==> config.mk <==
export PLATFORM = sky130hd
export DESIGN_NAME = light_mode_controller
export DESIGN_NICKNAME = d
export VERILOG_FILES = /design/src/rtl/light_pkg.sv /design/src/rtl/beat_countdown.sv /design/src/rtl/light_mode_controller.sv
export SDC_FILE = /design/constraint.sdc
export NUM_CORES = 1
export LEC_CHECK = 0
export CAP_MARGIN = 0
export CORE_AREA = 2 2 39 41
export DETAILED_ROUTE_END_ITERATION = 8
export DIE_AREA = 0 0 41 43
export PLACE_DENSITY = 0.6
export SLEW_MARGIN = 30
export SYNTH_ARGS = -nofsm -noshare
export SYNTH_HDL_FRONTEND = slang
export SYNTH_SLANG_ARGS = --single-unit
==> constraint.sdc <==
create_clock -name clk -period 1.9 [get_ports clk]
set_clock_uncertainty 0.05 [all_clocks]
set_input_delay 0.38 -clock clk [delete_from_list [all_inputs] [get_ports clk]]
set_output_delay 0.38 -clock clk [all_outputs]
set_load 0.005 [all_outputs]
==> src/rtl/light_pkg.sv <==
// Shared types for the bike light sequencer.
// Mode encoding and the mode-advance sequence.
package light_pkg;

  typedef enum logic [1:0] {
    MODE_OFF     = 2'd0,
    MODE_ON      = 2'd1,
    MODE_FLASH_1 = 2'd2,
    MODE_FLASH_2 = 2'd3
  } mode_e;

  function automatic mode_e next_mode(input mode_e m);
    mode_e n;
    unique case (m)
      MODE_OFF:     n = MODE_ON;
      MODE_ON:      n = MODE_FLASH_1;
      MODE_FLASH_1: n = MODE_FLASH_2;
      default:      n = MODE_OFF;
    endcase
    return n;
  endfunction

  function automatic logic is_flash(input mode_e m);
    return (m == MODE_FLASH_1) || (m == MODE_FLASH_2);
  endfunction

endpackage

==> src/rtl/beat_countdown.sv <==
// Loadable down-counter stepped by count_en, saturating at zero.
// A load in the same cycle as count_en wins.
module beat_countdown #(
  parameter int W = 3
) (
  input  logic         clk,
  input  logic         reset,
  input  logic         count_en,
  input  logic         load,
  input  logic [W-1:0] load_val,
  output logic         nonzero
);

  logic [W-1:0] cnt_q, cnt_d;

  // next count: load, else step down while nonzero
  always_comb begin
    cnt_d = cnt_q;
    if (load)
      cnt_d = load_val;
    else if (count_en && (cnt_q != '0))
      cnt_d = cnt_q - W'(1);
  end

  // count register, cleared by reset
  always_ff @(posedge clk) begin
    if (!reset)
      cnt_q <= '0;
    else
      cnt_q <= cnt_d;
  end

  assign nonzero = (cnt_q != '0);

endmodule

==> src/rtl/light_mode_controller.sv <==
// Bike light mode FSM and blinker speed-adjust router.
// LIGHT_AUTO_OFF_EN adds an idle timer forcing OFF.
module light_mode_controller
  import light_pkg::*;
#(
  parameter int HOLD_BEATS = 4,
  parameter int IDLE_BEATS = 1024
) (
  input  logic       clk,
  input  logic       reset,
  input  logic       count_en,
  input  logic       mode_btn,
  input  logic       left_btn,
  input  logic       right_btn,
  output logic       shift_left_1,
  output logic       shift_right_1,
  output logic       shift_left_2,
  output logic       shift_right_2,
  output logic [1:0] mode,
  output logic       blink_restart,
  output logic       busy
);

  localparam int LW =
    (HOLD_BEATS < 1) ? 1 : $clog2(HOLD_BEATS + 1);

  mode_e      mode_q, mode_d;
  logic       restart_q, restart_d;
  logic       taken_q, taken_d;
  logic [3:0] strb_q, strb_d;
  logic       idle_expire;
  logic       mode_chg;
  logic       lock_nz;
  logic       accept;

`ifdef LIGHT_AUTO_OFF_EN
  localparam int IW =
    (IDLE_BEATS < 1) ? 1 : $clog2(IDLE_BEATS + 1);

  logic any_btn;
  logic idle_nz;
  logic idle_load;

  assign any_btn = mode_btn | left_btn | right_btn;
  assign idle_expire = !idle_nz && !any_btn &&
                       (mode_q != MODE_OFF);
  assign idle_load = any_btn | idle_expire |
                     (mode_q == MODE_OFF);

  beat_countdown #(.W(IW)) u_idle (
    .clk      (clk),
    .reset    (reset),
    .count_en (count_en),
    .load     (idle_load),
    .load_val (IW'(IDLE_BEATS)),
    .nonzero  (idle_nz)
  );
`else
  logic [31:0] idle_unused;

  assign idle_unused = IDLE_BEATS;
  assign idle_expire = 1'b0;
`endif

  assign mode_chg = mode_btn | idle_expire;

  beat_countdown #(.W(LW)) u_lock (
    .clk      (clk),
    .reset    (reset),
    .count_en (count_en),
    .load     (mode_chg),
    .load_val (LW'(HOLD_BEATS)),
    .nonzero  (lock_nz)
  );

  // next mode, restart pulse, request acceptance and routing
  always_comb begin
    mode_d    = mode_q;
    restart_d = 1'b0;
    taken_d   = taken_q;
    strb_d    = '0;
    accept    = is_flash(mode_q) && !lock_nz &&
                !mode_btn && (left_btn ^ right_btn) &&
                !taken_q;
    if (mode_btn) begin
      mode_d    = next_mode(mode_q);
      restart_d = is_flash(mode_d);
    end else if (idle_expire) begin
      mode_d = MODE_OFF;
    end
    if (count_en)
      taken_d = 1'b0;
    if (accept) begin
      taken_d = 1'b1;
      if (mode_q == MODE_FLASH_1)
        strb_d = {left_btn, right_btn, 2'b00};
      else
        strb_d = {2'b00, left_btn, right_btn};
    end
  end

  // state and output registers
  always_ff @(posedge clk) begin
    if (!reset) begin
      mode_q    <= MODE_OFF;
      restart_q <= 1'b0;
      taken_q   <= 1'b0;
      strb_q    <= '0;
    end else begin
      mode_q    <= mode_d;
      restart_q <= restart_d;
      taken_q   <= taken_d;
      strb_q    <= strb_d;
    end
  end

  assign shift_left_1  = strb_q[3];
  assign shift_right_1 = strb_q[2];
  assign shift_left_2  = strb_q[1];
  assign shift_right_2 = strb_q[0];
  assign mode          = mode_q;
  assign blink_restart = restart_q;
  assign busy          = lock_nz;

endmodule

==> results of run 1 <==
-- cell usage in the layout, fill, tap and decap left out --
master	n
clkdlybuf4s50_1	12
dfxtp_1	10
inv_1	6
ha_1	4
nor2_1	3
o21ai_0	3
clkbuf_4	3
and4b_1	2
mux2i_1	2
and3_2	2
buf_4	2
nand4bb_1	1
a21oi_2	1
nor2b_2	1
nand2b_1	1
a211oi_1	1
o21a_1	1
xnor2_1	1
a21oi_1	1
nor2b_1	1
and3_1	1
xor2_1	1
nand3b_1	1
ha_2	1
clkbuf_1	1
dlygate4sd2_1	1
dfxtp_2	1
-- worst reg2reg max path, delay by kind of cell, from the launching register on --
family | cells | cell delay (ns)
adder cells (fa/ha/maj) | 2 | 0.38
buffers and inverters | 1 | 0.04
multiplexers | 1 | 0.21
AND/OR/NAND/NOR | 1 | 0.22
AO/OA/AOI/OAI | 1 | 0.11
flip-flops | 1 | 0.34
-- power breakdown --
part | total (W) | internal (W) | switching [W]
Clock | 0.000157 | 0.0000811 | 0.0000754
Sequential | 0.000247 | 0.000241 | 0.00000660
Combinational | 0.0000830 | 0.0000476 | 0.0000354
Total | 0.000487 | 0.000369 | 0.000117
-- per-stage QoR --
step           hold slack, ns  instance area, um2  worst slack, ns
2_1_floorplan          0.4000               479.2           0.5335
3_3_place_gp           0.4238               644.4           0.1472
3_5_place_dp           0.4493               644.4           0.1352
4_1_cts                0.4580               673.1           0.1775
5_1_grt                0.4875               673.1           0.1001
6_report               0.4565               673.1           0.1874
-- routing by layer --
layer  part of all wire  up-vias
met1               0.47      164
met4              0.037        0
met2               0.43       13
li1                   -      198
met5                  0        -
met3              0.059        4
-- sequential cells by signal (all words and copies together) (netlist names) --
signal,flops
strb_q,4
u_lock.cnt_q,3
mode,2
blink_restart,1
taken_q,1
-- worst paths after layout --
path,from,to
setup / recovery,u_lock.cnt_q[0]$_SDFFE_PP0P_,busy
hold / removal,u_lock.cnt_q[1]$_SDFFE_PP0P_,u_lock.cnt_q[1]$_SDFFE_PP0P_
setup reg to reg,u_lock.cnt_q[0]$_SDFFE_PP0P_,u_lock.cnt_q[2]$_SDFFE_PN0P_
hold reg to reg,u_lock.cnt_q[1]$_SDFFE_PP0P_,u_lock.cnt_q[1]$_SDFFE_PP0P_
-- cells by family (layout without fill, tap and decap cells) --
logic type	count (synthesis)	in the layout
compound gates	7	7
xor+xnor	2	2
mux	2	2
fa+ha+maj	5	5
buf+inv	6	25
flops	11	11
simple gates	13	13
-- final cells by class --
cell class,count,area (um2)
clock buffer,4,26.28
sequential,11,221.5
tap,16,20.02
timing repair buffer,15,143.9
inverter,6,22.52
multi-input combinational,29,239.0
fill,143,710.7
==> impl_metrics.py, run 1 <==
metrics = {
    "clock_tree": {
        "clk_pin_slew_ns": 0.07,
        "root_buffer": "clkbuf_4",
        "clkSinkCount": 11,
        "cts_resized": 3,
        "postCtsSetupRepairBufs": 0,
        "htree_levels": 1,
        "clock_path_buffers": 2,
        "cts_made_buffers": 3,
        "cts_tree": "done",
        "clk_latency_ns": 0.26,
        "hold_buffers": 0,
    },
    "setup_path": {
        "cp.buffers_inverters": 3,
        "critPathTopFamily": "adder cells",
        "slowest_delay_ns": 0.34,
        "worst-path-stages": 5,
        "r2r_cells": 6,
        "path_max_fanout": 3,
        "crit_top_cell": "inv_1",
        "crit_type": "flip-flop to output port",
        "crit_required_ns": 1.47,
        "crit_chain": "inv_1 -> ha_1 -> ha_2 -> inv_1 -> dlygate4sd2_1",
        "cp-start-kind": "flip-flop",
        "critPathArrivalTime_ns": 1.28,
        "critPathSlowestCell": "dfxtp_2",
        "endpoint_kind": "output port",
        "ff2ff_setup_slack_ns": 0.51,
    },
    "die": {
        "core_area_um2": 1384,
        "die_h_um": 43,
        "die_w_um": 41,
        "start_util": 0.3463,
        "rows": 14,
        "io_pins": 14,
        "dieArea_um2": 1763,
    },
    "drt": {
        "avgViaCountPerCell": 4.679,
        "drtIter0Drc": 4,
        "finalWirelength_um": 815,
        "drc": 0,
        "ant_nets": 0,
        "wl_per_cell_um": 10.06,
        "vias": 379,
        "first_pass_iters": 2,
    },
    "sta": {
        "setup_viol": 0,
        "fin_tns_setup_ns": 0,
        "drv_slew": 0,
        "relSlewSlack": 0.8540,
        "finalHoldViolations": 0,
        "post-route-period-util": 0.9014,
        "fmax_mhz": 583.9,
        "grt_setup_unrepaired": "no",
        "post-route-min-period_ns": 1.713,
        "worst_pin_slew_ns": 0.2181,
    },
    "grt": {
        "grt-busiest-layer": "met2",
        "gr-usage-met1": 0.1618,
        "antenna_found_initial": 0,
        "grtUsageMet2": 0.1781,
        "grt_pass1_vias": 378,
        "grt_use_met3": 0.03141,
        "grt.total_usage": 0.1318,
        "grt_pass1_wl_um": 1497,
        "grt_max_degree": 7,
        "gr-total-overflow": 0,
    },
    "synth": {
        "yosys.area_share.adder": 0.1305,
        "synth_compound_area_frac": 0.09138,
        "synth_edf_count": 0,
        "yosys-mux-area-fraction": 0.04178,
        "synth-seq-area-share": 0.4595,
        "netlist_instances": 46,
        "synth_common_cells": "11 x dfxtp_1, 6 x inv_1, 5 x ha_1",
        "synthTopCellsByArea": "dfxtp_1 46%, ha_1 13%, inv_1 4.7%",
        "synth_top_area_cell": "dfxtp_1",
        "ys_warn_count": 0,
        "syn_nets": 57,
        "yosys.area_share.simple": 0.1932,
        "synth_top_family_by_area": "simple AND/OR/NAND/NOR gates",
        "synthMostInstantiatedCell": "dfxtp_1",
        "yosysTopAreaCellShare": 0.4595,
        "avgSynthCellArea_um2": 10.42,
        "synth-xor-area-share": 0.03655,
        "yosys_register_bits": 11,
        "synthArstFlopShare": 0,
        "yosys_most_used_dff": "dfxtp_1",
        "synth.cell_area_um2": 479.2,
        "synth_cell_type_count": 20,
    },
    "power_and_ir_drop": {
        "p_per_area_nw_per_um2": 722.9,
        "ir_drop_mv": 0.3764,
        "p_total_w": 0.0004867,
        "power_leakage_nw": 0.2839,
    },
    "placed_design": {
        "gp_congestion": 0.7536,
        "dp_cells": 77,
        "post-dp-hpwl_um": 617.7,
        "portBuffers": 13,
    },
    "cells_and_area": {
        "syn_to_final_growth_pct": 40.47,
        "stdcell_count": 81,
        "antenna_cells": 0,
        "fin_nets": 77,
        "fin_util": 0.4864,
        "drive_gt1_frac": 0.1692,
    },
    "outcome": {
        "status": "completed",
    },
    "min_path": {
        "whs_path_depth": 2,
        "min-delay-path-class": "flip-flop to flip-flop",
    },
    "run": {
        "max_cap_violations": 0,
    },
}
No activity file was read; power rests on OpenSTA's default activity.
==> inputs of run 2 (changes only) <==
Settings changed: SETUP_SLACK_MARGIN set to 0.05, SLEW_MARGIN 30 to unset.
==> results of run 2 <==
The final DEF is identical to that of run 1; final timing and power are the same.
